==> config.mk <==
export PLATFORM = sky130hd
export DESIGN_NAME = pipe_ctrl
export DESIGN_NICKNAME = d
export VERILOG_FILES = /design/src/rtl/pipe_ctrl.sv
export SDC_FILE = /design/constraint.sdc
export NUM_CORES = 1
export LEC_CHECK = 0
export ABC_AREA = 1
export BUFFER_PORTS_ARGS = -buffer_cell sky130_fd_sc_hd__buf_2
export CAP_MARGIN = 5
export CORE_UTILIZATION = 52
export DETAILED_ROUTE_END_ITERATION = 8
export GPL_TIMING_DRIVEN = 0
export PLACE_DENSITY = 0.8
export SYNTH_ARGS = -nofsm -noshare
export SYNTH_HDL_FRONTEND = slang
export SYNTH_SLANG_ARGS = --single-unit
export TNS_END_PERCENT = 20
==> constraint.sdc <==
create_clock -name clk -period 2.2 [get_ports clk]
set_clock_uncertainty 0.2 [all_clocks]
set_input_delay 0.11 -clock clk [delete_from_list [all_inputs] [get_ports clk]]
set_output_delay 0.11 -clock clk [all_outputs]
set_load 0.02 [all_outputs]
==> src/rtl/pipe_ctrl.sv <==
// pipe_ctrl: pipeline stall/flush sequencer with multi-cycle op countdown and stall perf counter
module pipe_ctrl #(
  parameter int CNT_W  = 6,
  parameter int PERF_W = 32
) (
  input  logic              clk,
  input  logic              rst,
  input  logic              stallreq_id,
  input  logic              stallreq_ex,
  input  logic              mc_start,
  input  logic [CNT_W-1:0]  mc_cycles,
  output logic              mc_done,
  input  logic              excp_req,
  input  logic [31:0]       excp_vec,
  output logic [5:0]        stall,
  output logic              flush,
  output logic [31:0]       new_pc,
  input  logic              perf_clr,
  output logic [PERF_W-1:0] perf_stall,
  output logic [1:0]        fsm_state
);
  localparam logic [1:0] S_IDLE  = 2'd0;
  localparam logic [1:0] S_BUSY  = 2'd1;
  localparam logic [1:0] S_FLUSH = 2'd2;
  localparam logic [5:0] STALL_EX = 6'b001111;
  localparam logic [5:0] STALL_ID = 6'b000111;

  logic [1:0]        r_state;
  logic [CNT_W-1:0]  r_cnt;
  logic              r_mc_done;
  logic [31:0]       r_new_pc;
  logic [PERF_W-1:0] r_perf;
  logic              w_mc_any;
  logic [5:0]        w_stall;

  assign w_mc_any = mc_start && (mc_cycles != '0);

  always_comb begin
    w_stall = !rst                        ? 6'b000000 :
              r_state == S_BUSY           ? STALL_EX  :
              r_state == S_FLUSH          ? 6'b000000 :
              (stallreq_ex || w_mc_any)   ? STALL_EX  :
              stallreq_id                 ? STALL_ID  : 6'b000000;
  end

  // Ops of 0 or 1 cycles never enter MC_BUSY; the start cycle itself covers the stall.
  always_ff @(posedge clk) begin
    if (!rst) begin
      r_state   <= S_IDLE;
      r_cnt     <= '0;
      r_mc_done <= 1'b0;
      r_new_pc  <= '0;
      r_perf    <= '0;
    end else begin
      r_mc_done <= 1'b0;
      r_perf    <= perf_clr ? '0 : (w_stall[0] && !(&r_perf)) ? r_perf + 1'b1 : r_perf;
      case (r_state)
        S_IDLE: begin
          if (excp_req) begin
            r_state  <= S_FLUSH;
            r_new_pc <= excp_vec;
          end else if (mc_start) begin
            if (mc_cycles > CNT_W'(1)) begin
              r_state <= S_BUSY;
              r_cnt   <= mc_cycles - CNT_W'(1);
            end else r_mc_done <= 1'b1;
          end
        end
        S_BUSY: begin
          if (excp_req) begin
            r_state  <= S_FLUSH;
            r_new_pc <= excp_vec;
            r_cnt    <= '0;
          end else if (r_cnt == CNT_W'(1)) begin
            r_state   <= S_IDLE;
            r_cnt     <= '0;
            r_mc_done <= 1'b1;
          end else r_cnt <= r_cnt - CNT_W'(1);
        end
        default: r_state <= S_IDLE;
      endcase
    end
  end

  assign stall      = w_stall;
  assign flush      = r_state == S_FLUSH;
  assign new_pc     = r_new_pc;
  assign mc_done    = r_mc_done;
  assign perf_stall = r_perf;
  assign fsm_state  = r_state;
endmodule

# --- Yosys cells after proc, flatten, opt, wreduce, memory -nomap -nowiden ---
# Cells that the tools add are included.
totals:
  register_bits: 73
  in_bits: 45
  elab_cells: 55
classes:
  add_sub_neg: 3
  order_cmp: 1
  eq_ne: 9
  n_mux: 23
  bitwise_logic: 1
  reduce_logical: 13
op_table:
  columns: ["op", "count"]
  rows:
  - ["$add 32x1->32 const B", 1]
  - ["$reduce_and 32->1", 1]
  - ["$mux 6", 5]
  - ["$mux 4", 4]
  - ["$pmux 6 s2", 1]
  - ["$sub 6x1->6 const B", 2]
  - ["$mux 2", 5]
  - ["$eq 6x1->1 const B", 1]
  - ["$gt 6x1->1 const B", 1]
  - ["$ne 2x2->1 const B", 3]
  - ["$ne 3x3->1 const B", 2]
  - ["$reduce_bool 6->1", 1]
  - ["$mux 1", 5]
  - ["$pmux 2 s2", 1]
  - ["$reduce_and 4->1", 1]
  - ["$reduce_or 2->1", 2]
  - ["$mux 3", 1]
  - ["$ne 3x2->1 const B", 1]
  - ["$reduce_and 3->1", 1]
  - ["$eq 2x1->1 const B", 1]
  - ["$eq 2x2->1 const B", 1]
  - ["$logic_and 1x1->1", 2]
  - ["$logic_not 2->1", 1]
  - ["$pmux 1 s2", 1]
  - ["5 further kinds", 5]

# --- Logic depth before layout (Yosys ltp) ---
logic_depth:
  word_depth: 8
  depth_mapped: 12
  mapped_depth_nobuf: 11

# --- Least setup slack after synthesis ---
# Ideal clock, no wire load.
synth_timing:
  path_type: "register to register"
  from: "register r_perf[1] (netlist: perf_stall[1])"
  to: "register r_perf[1] (netlist: perf_stall[1])"
  setup_time_ps: 116
  arrival_ps: 1720
  required_ps: 1884
  setup_slack_ps: 164
  path_stages_with_launch: 12
  n_path_buf: 1
  cell_sequence: "dfxtp_1 > ha_1 > nand3_2 > nor2_4 > nand3_2 > nor2_4 > nand2_4 > nand2_4 > buf_6 > inv_1 > nor2_1 > nor2_1"
synth_via:
  elab_chain_cells: 3
  elab_cells_between_ends: 4
  classes_between: "add/sub: 1; reduce/logical: 3"
synth_rtl:
  columns: ["item", "line_no", "source"]
  rows:
  - ["from (decl)", "32", "logic [PERF_W-1:0] r_perf;"]
  - ["from (signal assigned)", "56", "r_perf <= perf_clr ? '0 : (w_stall[0] && !(&r_perf)) ? r_perf + 1'b1 : r_perf;"]
  - ["branches (longest 3 deep; another with $add 32x1->32)", null, null]
# Several ways; the timed one is not identified.
# A chain may end at the register's enable or synchronous reset.

# --- Worst setup path in the final report ---
layout_timing:
  from: "register r_state[1] (netlist: fsm_state[1])"
  to: "register r_state[0] (netlist: fsm_state[0])"
layout_via:
  elab_chain_cells: 3
  elab_cells_between_ends: 7
  classes_between: "eq/ne: 4; mux: 1; reduce/logical: 2"
layout_rtl:
  columns: ["item", "line_no", "source"]
  rows:
  - ["from (decl)", "28", "logic [1:0] r_state;"]
  - ["from (signal assigned)", "49", "r_state <= S_IDLE;"]
  - ["from (signal assigned)", "60", "r_state <= S_FLUSH;"]
  - ["from (signal assigned)", "64", "r_state <= S_BUSY;"]
  - ["$eq 2x1->1 or $logic_not 2->1 (tied branches)", "57", "case (r_state)"]
  - ["$ne 3x2->1 (no line) or $ne 3x3->1 (tied branches)", null, null]
  - ["$reduce_and 3->1 (no line)", null, null]
# Several ways; a longest one is shown, not always the timed one.

==> impl_metrics.tcl <==
set metrics [dict create \
    finalPower_mw 3.12 \
    antenna_found_initial 0 \
    synthToLayoutAreaGrowth_pct 35.2 \
    port-buffer-count 116 \
    drt_pass1_iterations 5 \
    grt-ovfl-total 0 \
    syn_area_um2 3970 \
    slew_headroom 0.644 \
    outcome "finished clean" \
    cts_root_buf "clkbuf_8" \
    cp.required_ns 2.30 \
    clock_latency_ns 0.37 \
    drive_gt1_frac 0.207 \
    place_congestion 0.940 \
    hold_end "r_cnt[0]" \
    fmax_mhz 475 \
    slowest_stage "dlygate4sd3_1" \
    rr_startpoint "fsm_state[1]" \
    num_vias 4704 \
    hold_path_class "in -> reg" \
    htree_levels 3 \
    critPathMaxStageDelay_ns 0.54 \
    ys_ff_latch 73 \
    wirelength_mm 12.3 \
    postRouteAntennaNets 0 \
    drc 0 \
    rrSetupSlack_ns 0.09 \
    grt_pass1_wl_mm 19.7 \
    viasPerCell 5.24 \
    io_pins 119 \
    pwr_density_cell_nw_per_um2 581 \
    wl_per_cell_um 13.7 \
    die_x_um 89.4 \
    core-area_um2 7330 \
    initial_core_util 0.541 \
    clk_pin_slew_ns 0.09 \
    critPathKind "reg -> reg" \
    diodes 0 \
    grt_pass1_vias 4343 \
    setup_violations 0 \
    hold_viol 0 \
    crit_chain "inv_1 > nand2_4 > buf_4 > nor2_1 > nand2_1 > inv_1 > a41oi_1 > nor2_1 > dlygate4sd3_1" \
    slew_viol_final 0 \
    grt_start_max_net_pins 16 \
    r2r_cells 9 \
    clock_path_buffers 2 \
    syn_inst 620 \
    ys_warn_count 0 \
    cts_tree "done" \
    vdd_drop_max_uv 546 \
    grt_usage 0.320 \
    rsz0062_at_grt "yes" \
    avgSynthCellArea_um2 6.40 \
    startpoint_type "flop" \
    worst_pin_slew_ns 0.533 \
    cp.arrival_ns 2.21 \
    maxCapViolCount 0 \
    min_path_cells 4 \
    clock_sinks 73 \
    fp.dieH_um 89.4 \
    cts_buffers 9 \
    dieArea_um2 7990 \
    crit_path_max_fanout 5 \
    cpLargestDelayFamily "buffers and inverters" \
    fp-row-count 31 \
    r2r_end "fsm_state[0]" \
    path_buf_inv 4 \
    endpoint_kind "flop" \
    fin_crit_sh 0.957 \
    ys_seq_area_frac 0.368 \
    hold_slack_ns 0.0166 \
    hp-start "mc_cycles[0]" \
    synth.distinct_cells 34 \
    nets 843 \
    leakage_nw 2.37 \
    period_needed_ns 2.11 \
    initialDrtViolationCount 334 \
    hpwl_mm 8.34 \
]
-- tightest hold or removal path: stages --
cell and delay [ns]:
buf_2 0.09, inv_1 0.08, o21ai_0 0.19, a21oi_1 0.07
-- synth_stat cells --
master    instances  area share
nand2_1         148        0.14
nor2_1          137        0.13
dfxtp_1          73        0.37
nand3_1          57       0.072
inv_1            49       0.046
o21ai_0          46       0.058
a21oi_1          33       0.042
clkbuf_1         13       0.012
xnor2_1          10       0.022
ha_1              5       0.016
xor2_1            5       0.011
buf_4             4      0.0076
buf_6             4       0.011
nand2_2           4      0.0063
nand4_1           4      0.0063
nor3_1            4      0.0050
nor2_4            3      0.0085
buf_2             2      0.0025
nand2_4           2      0.0057
nand3_2           2      0.0050
nand3b_1          2      0.0038
a21o_1            1      0.0019
a31oi_1           1      0.0016
a41oi_1           1      0.0022
and2_1            1      0.0016
and2b_1           1      0.0019
buf_1             1     0.00094
clkinv_1          1     0.00094
conb_1            1     0.00094
nor2_2            1      0.0016
o211ai_1          1      0.0019
o21bai_1          1      0.0019
o22ai_1           1      0.0016
o32ai_1           1      0.0022
-- how the worst max path moves through the flow --
| stage | from | endpoint | depth (start not counted) |
|---|---|---|---|
| 2_1_floorplan | perf_stall[1] | perf_stall[1] | 11 |
| 3_3_place_gp | perf_stall[1] | perf_stall[31] | 9 |
| 3_5_place_dp | perf_stall[1] | perf_stall[23] | 9 |
| 4_1_cts | perf_stall[1] | perf_stall[1] | 11 |
| 5_1_grt | fsm_state[1] | stall[2] | 10 |
| 6_report | fsm_state[1] | fsm_state[0] | 9 |
-- cell usage in the layout (no fill, tap or decap), drive strengths merged --
cell / synthesis / layout
nand2: 154 / 154
nor2: 141 / 141
buf: 11 / 132
dfxtp: 73 / 73
nand3: 59 / 59
inv: 49 / 53
o21ai: 46 / 46
dlygate4sd3: 0 / 40
a21oi: 33 / 33
clkbuf: 13 / 22
xnor2: 10 / 10
xor2: 5 / 5
ha: 5 / 5
nor3: 4 / 4
nand4: 4 / 4
nand3b: 2 / 2
conb: 1 / 2
clkinv: 1 / 2
o211ai: 1 / 1
a31oi: 1 / 1
o22ai: 1 / 1
a41oi: 1 / 1
o21bai: 1 / 1
o32ai: 1 / 1
and2b: 1 / 1
and2: 1 / 1
a21o: 1 / 1
bufinv: 0 / 1
clkinvlp: 0 / 1
-- state kept, by name (all words and copies together) (netlist names) --
signal / cells
new_pc: 32
perf_stall: 32
r_cnt: 6
mc_done: 1
fsm_state: 2
-- routing by layer --
| metal | routed length [um] | track usage | up-vias | part of all wire |
|---|---|---|---|---|
| li1 | - | - | 2318 | - |
| met1 | 5210 | 0.391 | 2114 | 0.42 |
| met2 | 5830 | 0.534 | 235 | 0.47 |
| met3 | 991 | 0.0960 | 37 | 0.081 |
| met4 | 279 | 0.115 | 0 | 0.023 |
| met5 | 0 | 0 | - | 0 |
-- per-stage QoR --
step | cell area, um2 | worst slack, ns | util | std cells | TNS (ns)
after global routing | 5370 | -0.0165 | 0.732 | 897 | -0.0304
after detailed placement | 4680 | -0.0802 | 0.638 | 836 | -0.626
after CTS | 5300 | 0.00945 | 0.723 | 892 | 0
final | 5370 | 0.0947 | 0.732 | 897 | 0
after global placement | 4680 | -0.0125 | 0.638 | 836 | -0.0938
after floorplan | 3970 | 0.164 | - | 621 | 0
-- logic make-up after synthesis --
logic type / Yosys count / synth area share
buffers and inverters: 74 / 0.0820
adders and majority gates: 5 / 0.0158
AOI/OAI and AO/OA: 86 / 0.113
and+or+nand+nor: 366 / 0.387
xor gates and xnor gates: 15 / 0.0331
other: 1 / 0.000945
DFF: 73 / 0.368
-- where the power goes --
part	total, mW	internal, mW	switching [mW]
registers	1.42	1.38	0.0402
logic	0.544	0.215	0.329
clock network	1.15	0.550	0.602
total	3.12	2.15	0.971
-- timing repair --
item,in CTS,in global routing
endpoints found under the hold margin,43,0
pin swaps,0,1
setup buffers,0,5
gates resized for setup,4,8
endpoints found under the setup margin,13,33
hold buffers,40,0
-- layout make-up --
type	instances	area [um2]
plain buffers	24	145
repair buffers	161	1020
clock buffers	9	124
inverters	50	188
well taps	99	124
clock inverters	7	86.3
fillers	598	1960
multi-input cells	474	2220
flip-flops and latches	73	1470
No activity file was read; power rests on OpenSTA's default activity.
